File: config.mk
export PLATFORM = sky130hd
export DESIGN_NAME = writeback_unit
export DESIGN_NICKNAME = d
export VERILOG_FILES = /design/src/rtl/writeback_unit_pkg.sv /design/src/rtl/writeback_unit_regfile.sv /design/src/rtl/writeback_unit.sv
export SDC_FILE = /design/constraint.sdc
export NUM_CORES = 1
export LEC_CHECK = 0
export CAP_MARGIN = 0
export CORE_ASPECT_RATIO = 1.75
export CORE_MARGIN = 4
export CORE_UTILIZATION = 57
export DETAILED_ROUTE_END_ITERATION = 16
export MAX_ROUTING_LAYER = met4
export PLACE_DENSITY = 0.82
export SYNTH_ARGS = -nofsm -noshare
export SYNTH_HDL_FRONTEND = slang
export SYNTH_HIERARCHICAL = 1
export SYNTH_SLANG_ARGS = --single-unit
File: constraint.sdc
create_clock -name clk -period 19.05 [get_ports clk]
set_clock_uncertainty 0.1 [all_clocks]
set_input_delay 1.905 -clock clk [delete_from_list [all_inputs] [get_ports clk]]
set_output_delay 1.905 -clock clk [all_outputs]
set_load 0.03 [all_outputs]
File: src/rtl/writeback_unit_pkg.sv
// writeback_unit_pkg: shared widths, EXECUTE/STATE types and FSM encoding for the writeback unit.
//   Contents: XLEN, NREG, PC_W, REG_AW, RESET_PC, PHASE_COMMIT,
//             execute_t (ALU -> writeback), state_t (writeback -> decode/ALU), wb_fsm_e.
package writeback_unit_pkg;
    localparam int XLEN   = 32;
    localparam int NREG   = 16;
    localparam int PC_W   = 16;
    localparam int REG_AW = $clog2(NREG);
    localparam logic [PC_W-1:0] RESET_PC     = 16'h0000;
    localparam logic [1:0]      PHASE_COMMIT = 2'd0;

    typedef struct packed {
        logic              rd_we;
        logic [REG_AW-1:0] rd;
        logic [XLEN-1:0]   rd_val;
        logic [PC_W-1:0]   pc_next;
        logic              mem_we;
        logic [XLEN-1:0]   mem_addr;
        logic [XLEN-1:0]   mem_wdata;
        logic              io_we;
        logic [XLEN-1:0]   io_wdata;
        logic              intr_en_we;
        logic              intr_en_val;
        logic              save_pc;
        logic              halt;
    } execute_t;

    typedef struct packed {
        logic [PC_W-1:0] pc;
        logic            intr_en;
        logic [PC_W-1:0] saved_pc;
        logic            halted;
    } state_t;

    typedef enum logic {RUN, HALT} wb_fsm_e;
endpackage

File: src/rtl/writeback_unit_regfile.sv
// writeback_unit_regfile: NREG x XLEN register file, r0 reads as zero.
//   Ports: clk, reset (async, active-high clear), we/waddr/wdata (sync write),
//          raddr1/raddr2 -> rdata1/rdata2 (combinational reads).
module writeback_unit_regfile
    import writeback_unit_pkg::*;
(
    input  logic              clk,
    input  logic              reset,
    input  logic              we,
    input  logic [REG_AW-1:0] waddr,
    input  logic [XLEN-1:0]   wdata,
    input  logic [REG_AW-1:0] raddr1,
    input  logic [REG_AW-1:0] raddr2,
    output logic [XLEN-1:0]   rdata1,
    output logic [XLEN-1:0]   rdata2
);
    logic [XLEN-1:0] mem_q [NREG];

    // r0 is never written, so it holds its reset value of zero forever.
    always_ff @(posedge clk or posedge reset) begin
        if (reset) begin
            for (int i = 0; i < NREG; i++) mem_q[i] <= '0;
        end else if (we && waddr != '0) begin
            mem_q[waddr] <= wdata;
        end
    end

    assign rdata1 = mem_q[raddr1];
    assign rdata2 = mem_q[raddr2];
endmodule

File: src/rtl/writeback_unit.sv
// writeback_unit: commits registered ALU EXECUTE results to architectural state on the phase-0 edge.
//   Ports: clk, reset (async, active-high), ex (EXECUTE from ALU), irq (level interrupt),
//          rs1_addr/rs2_addr -> rs1_data/rs2_data (combinational register reads),
//          state {pc, intr_en, saved_pc, halted}, dmem_we/dmem_addr/dmem_wdata and
//          io_we/io_wdata (one-cycle write strobes with registered address/data).
//   Build option: WRITEBACK_HALT_WAKE_EN lets irq with intr_en=1 leave HALT at a phase-0 edge.
module writeback_unit
    import writeback_unit_pkg::*;
(
    input  logic              clk,
    input  logic              reset,
    input  execute_t          ex,
    input  logic              irq,
    input  logic [REG_AW-1:0] rs1_addr,
    input  logic [REG_AW-1:0] rs2_addr,
    output logic [XLEN-1:0]   rs1_data,
    output logic [XLEN-1:0]   rs2_data,
    output state_t            state,
    output logic              dmem_we,
    output logic [XLEN-1:0]   dmem_addr,
    output logic [XLEN-1:0]   dmem_wdata,
    output logic              io_we,
    output logic [XLEN-1:0]   io_wdata
);
    logic [1:0]      phase_q;
    logic            primed_q;
    wb_fsm_e         fsm_q, fsm_d;
    logic [PC_W-1:0] pc_q, pc_d, saved_q, saved_d;
    logic            intr_q, intr_d;
    logic            dmem_we_q, dmem_we_d, io_we_q, io_we_d;
    logic [XLEN-1:0] dmem_addr_q, dmem_addr_d, dmem_wdata_q, dmem_wdata_d, io_wdata_q, io_wdata_d;
    logic            commit, wake;

    // The first phase-0 edge after reset only primes: ex still holds the ALU's reset value.
    assign commit = fsm_q == RUN && primed_q && phase_q == PHASE_COMMIT;

`ifdef WRITEBACK_HALT_WAKE_EN
    assign wake = fsm_q == HALT && phase_q == PHASE_COMMIT && irq && intr_q;
`else
    assign wake = irq & 1'b0;
`endif

    always_comb begin
        fsm_d        = wake ? RUN : (commit && ex.halt) ? HALT : fsm_q;
        pc_d         = commit ? ex.pc_next : pc_q;
        intr_d       = commit && ex.intr_en_we ? ex.intr_en_val : intr_q;
        saved_d      = commit && ex.save_pc ? pc_q : saved_q;
        dmem_we_d    = commit && ex.mem_we;
        io_we_d      = commit && ex.io_we;
        dmem_addr_d  = commit ? ex.mem_addr : dmem_addr_q;
        dmem_wdata_d = commit ? ex.mem_wdata : dmem_wdata_q;
        io_wdata_d   = commit ? ex.io_wdata : io_wdata_q;
    end

    always_ff @(posedge clk or posedge reset) begin
        if (reset) begin
            phase_q      <= '0;
            primed_q     <= 1'b0;
            fsm_q        <= RUN;
            pc_q         <= RESET_PC;
            intr_q       <= 1'b0;
            saved_q      <= '0;
            dmem_we_q    <= 1'b0;
            io_we_q      <= 1'b0;
            dmem_addr_q  <= '0;
            dmem_wdata_q <= '0;
            io_wdata_q   <= '0;
        end else begin
            phase_q      <= phase_q + 2'd1;
            primed_q     <= primed_q | (phase_q == PHASE_COMMIT);
            fsm_q        <= fsm_d;
            pc_q         <= pc_d;
            intr_q       <= intr_d;
            saved_q      <= saved_d;
            dmem_we_q    <= dmem_we_d;
            io_we_q      <= io_we_d;
            dmem_addr_q  <= dmem_addr_d;
            dmem_wdata_q <= dmem_wdata_d;
            io_wdata_q   <= io_wdata_d;
        end
    end

    writeback_unit_regfile u_rf (
        .clk    (clk),
        .reset  (reset),
        .we     (commit && ex.rd_we),
        .waddr  (ex.rd),
        .wdata  (ex.rd_val),
        .raddr1 (rs1_addr),
        .raddr2 (rs2_addr),
        .rdata1 (rs1_data),
        .rdata2 (rs2_data)
    );

    assign state      = {pc_q, intr_q, saved_q, fsm_q == HALT};
    assign dmem_we    = dmem_we_q;
    assign dmem_addr  = dmem_addr_q;
    assign dmem_wdata = dmem_wdata_q;
    assign io_we      = io_we_q;
    assign io_wdata   = io_wdata_q;
endmodule

Word-level counts from Yosys, hierarchy flattened
Cells that the tools add are included.
Storage, ports and cells
  memories kept: 0
  bits in registers: 647
  logic and storage cells: 58
  bits in writable memories: 0
  bits in read-only memories: 0
  latch bits: 0
  output and inout port bits: 196
  bits of input ports: 166
Cells by class
  shift operators: 0
  div/mod/pow operators: 0
  equality and inequality tests: 0
  multiplexer cells: 9
  multipliers: 0
  add/subtract/negate cells: 1
  reduce and logical (&&, ||, !) cells: 12
  bitwise logic cells: 5
  magnitude comparators: 4
Operators with widths (number)
  512-bit bitwise mux: 1
  32-bit binary-select mux with 4-bit select: 2
  32-bit 2-to-1 mux: 5
  32-bit demux with 4-bit select: 1
  5-bit >= comparator, second input constant: 3
  4-bit NOT with 5-bit output: 3
  1-bit logical AND: 10
  5-bit by 1-bit < comparator with 1-bit output, second input constant: 1
  4-bit nonzero test: 1
  2-bit by 1-bit adder with 2-bit output, second input constant: 1
  2-bit logical NOT: 1
  1-bit NOT: 1
  1-bit bitwise OR: 1

Depth between registers and ports, before layout
  word-level depth: 6
  depth in mapped cells: 11
  depth with buffers taken out: 7

Hierarchy
The synthesis kept the hierarchy.
Modules (own cells, without submodules)
  writeback_unit_regfile: instances 1, area an instance 26247.7 µm², cells an instance 1672
  writeback_unit: instances 1, area an instance 5041.1 µm², cells an instance 294

Worst setup path before layout
No wires, ideal clock.
  kind: input -> output
  start point: in rs1_addr[0]
  end point: out rs1_data[10]
  data required time: 17045 ps
  arrival: 3350 ps
  stages on the path: 5
  slack: 13695 ps
  cells stage by stage: clkbuf_1 buf_2 mux4_2 a22oi_1 nand2_1
Between the ends
  word-level cells in the longest chain between the ends: 4
Ends and longest elaborated chain
  from (decl): line writeback_unit.sv:14  | input logic [REG_AW-1:0] rs1_addr,
  4-bit NOT with 5-bit output (not written as such): line writeback_unit_regfile.sv:28  | assign rdata1 = mem_q[raddr1];
  32-bit binary-select mux with 4-bit select: line writeback_unit_regfile.sv:28
  32-bit 2-to-1 mux (not written as such) (2 in series): line writeback_unit_regfile.sv:28
  to (decl): line writeback_unit.sv:16  | output logic [XLEN-1:0] rs1_data,
Every way passes these cells. The select of a mux whose other input is x is not followed.

Final worst setup path
  start point: in rs1_addr[0]
  end point: out rs1_data[23]
Same word-level chain as after synthesis.

==> out/qor.yml <==
path_clk_slew_ns: 0.06
yosysWarnings: 6
worstSetupEndpointType: "output port"
cts_sinks: 647
grt_max_degree: 181
drt_iter0_drc: 1348
slew_viol_final: 0
reg2reg_slack_ns: 14.63
drc_errors: 0
rr_endpoint: "u_rf/mem_q[412]"
status: "completed"
period_needed_ns: 7.73
worst_slack_ns: 11.32
drive_above_1_share_pct: 44.9
syn_inst: 1966
die_w_um: 185
dp_slack_ns: 11.20
worstReg2RegStart: "phase_q[0]"
cts.hold.buffers_added: 0
port_buffers: 360
nFillCells: 3670
fin_setup_tns_ns: 0
num_io_pins: 362
avgRoutedWirePerCell_um: 28.9
cts_buffer_depth: 3
clk_latency_ns: 0.61
synthDistinctLibCells: 27
vias_per_cell: 6.56
worstPathMaxFanout: 55
cts_setup_buffers: 0
grt_pass1_wl_um: 129000
syn_area_mm2: 0.0313
cp-startpoint: "rs1_addr[0]"
ctsResizeCount: 0
grt_antenna_before_repair: 8
row_count: 113
mostFrequentLayoutCell: "dfrtp_1"
cap_violations: 0
overflow: 0
power_per_cell_area_mw_per_mm2: 83.2
nets: 2371
cts-buffers-inserted: 58
layout_common_cells: "dfrtp_1 (647), mux2_2 (597), clkdlybuf4s50_1 (356)"
vias: 19297
htreeDepth: 2
r2r_cells: 8
worstPathArrival_ns: 5.72
first_pass_iters: 8
seq_area_frac_synth_pct: 51.7
postSynthRegisterBits: 647
gp_congestion: 0.807
max_freq_ghz: 0.129
cp-endpoint: "rs1_data[23]"
crit_type: "in2out"
start_util_pct: 57.6
slew_headroom_pct: 25.4
ant_nets: 0
hold_viol_final: 0
die_area_mm2: 0.0589
period_share_pct: 40.6
rsz0062_at_grt: "false"
worstMarginPinSlew_ns: 1.12
routed_wl_um: 85200
cts-root-buf: "clkbuf_16"
setup_viol: 0
ir_worst_vdd_uv: 80.7
dieHeight_um: 318
p_leak_nw: 16.7
grt_usage_pct: 30.1
cp.required_ns: 17.04
dp_hpwl_um: 53200
holdCritPathClass: "reg2reg"
grt_pass1_vias: 21864
synth_fp_nets: 2133
coreArea_mm2: 0.0543
syn2layout_area_growth_pct: 18.5
worst_setup_path_start_kind: "primary input"
avgSynthCellArea_um2: 15.9
cts_tree: "yes"
worst max-delay path, stage by stage:
cell and delay (ns):
clkbuf_8 0.55, buf_4 0.80, buf_4 0.72, mux4_2 0.60
a22oi_1 0.21, nand2_1 0.17, clkdlybuf4s50_1 0.64
per-layer routing:
layer	GRT usage (%)	up-vias	part of all wire, %
li1	-	7942	-
met1	34.8	10240	35
met2	50.2	899	52
met3	7.38	216	8.5
met4	12.6	0	4.8
met5	-	-	0
logic make-up after synthesis:
family          share of synthesized area [%]
simple gates                             1.45
mux                                      40.3
fa+ha+maj                              0.0400
compound gates                           3.10
buf+inv                                  3.32
flops                                    51.7
state kept, by name (all words and copies together) (netlist names), 2 cells and up:
signal and flops:
u_rf/mem_q 512, dmem_wdata 32, saved_q 16, pc_q 16, phase_q 2, dmem_addr 32, io_wdata 32
stage by stage:
step                      cells  util, %  instance area (µm²)  hold WS, ns  power, mW
after floorplan            1966        -                31300        0.286       1.75
after global placement     2834     64.8                35200        0.276       1.93
after detailed placement   2834     64.8                35200        0.283       1.95
after CTS                  2936     68.2                37100        0.298       3.12
after global routing       2943     68.3                37100        0.314       3.20
final                      2943     68.3                37100        0.294       3.09
synthesized netlist by cell type:
master    number  area, µm²
dfrtp_1      647      16200
mux2_2       597       6720
mux4_2       256       5770
a22oi_1      128        961
clkbuf_1     124        465
buf_2         71        355
nand2_1       65        244
nor2_1        14       52.6
mux2_1        12        135
buf_6         11        124
buf_4          8       60.1
inv_1          7       26.3
nor2b_1        5       31.3
nand2b_1       4       25.0
or3_1          3       18.8
and2_1         2       12.5
nand3b_1       2       15.0
a31o_2         1       8.76
buf_1          1       3.75
clkbuf_2       1       5.00
ha_1           1       12.5
nand3_1        1       5.00
nand3b_2       1       11.3
nand4b_1       1       8.76
nand4b_2       1       15.0
nor3b_1        1       7.51
or2_2          1       6.26
cell type report:
cell class | instances | area (µm²) | share of cell area (%)
inverters | 7 | 38.8 | 0.105
diodes | 7 | 17.5 | 0.0473
multi-input cells | 1096 | 14200 | 38.3
well taps | 690 | 863 | 2.33
clock inverters | 9 | 48.8 | 0.132
flip-flops and latches | 647 | 16200 | 43.7
clock buffers | 93 | 1840 | 4.95
repair buffers | 394 | 3880 | 10.5
report_power, final:
group	switching [mW]	leakage, nW	internal, mW
clock	0.512	0.940	0.655
sequential	0.0468	8.65	1.44
combinational	0.234	7.08	0.198
worst min-delay path by stage:
stage	start	to	cells past startpoint
final	u_rf/mem_q[486]	u_rf/mem_q[486]	0
after global routing	u_rf/mem_q[497]	u_rf/mem_q[497]	0
after CTS	u_rf/mem_q[486]	u_rf/mem_q[486]	0
after detailed placement	u_rf/mem_q[486]	u_rf/mem_q[486]	0
after global placement	u_rf/mem_q[492]	u_rf/mem_q[492]	0
after floorplan	phase_q[0]	phase_q[0]	1
(Power assumes the default switching activity.)
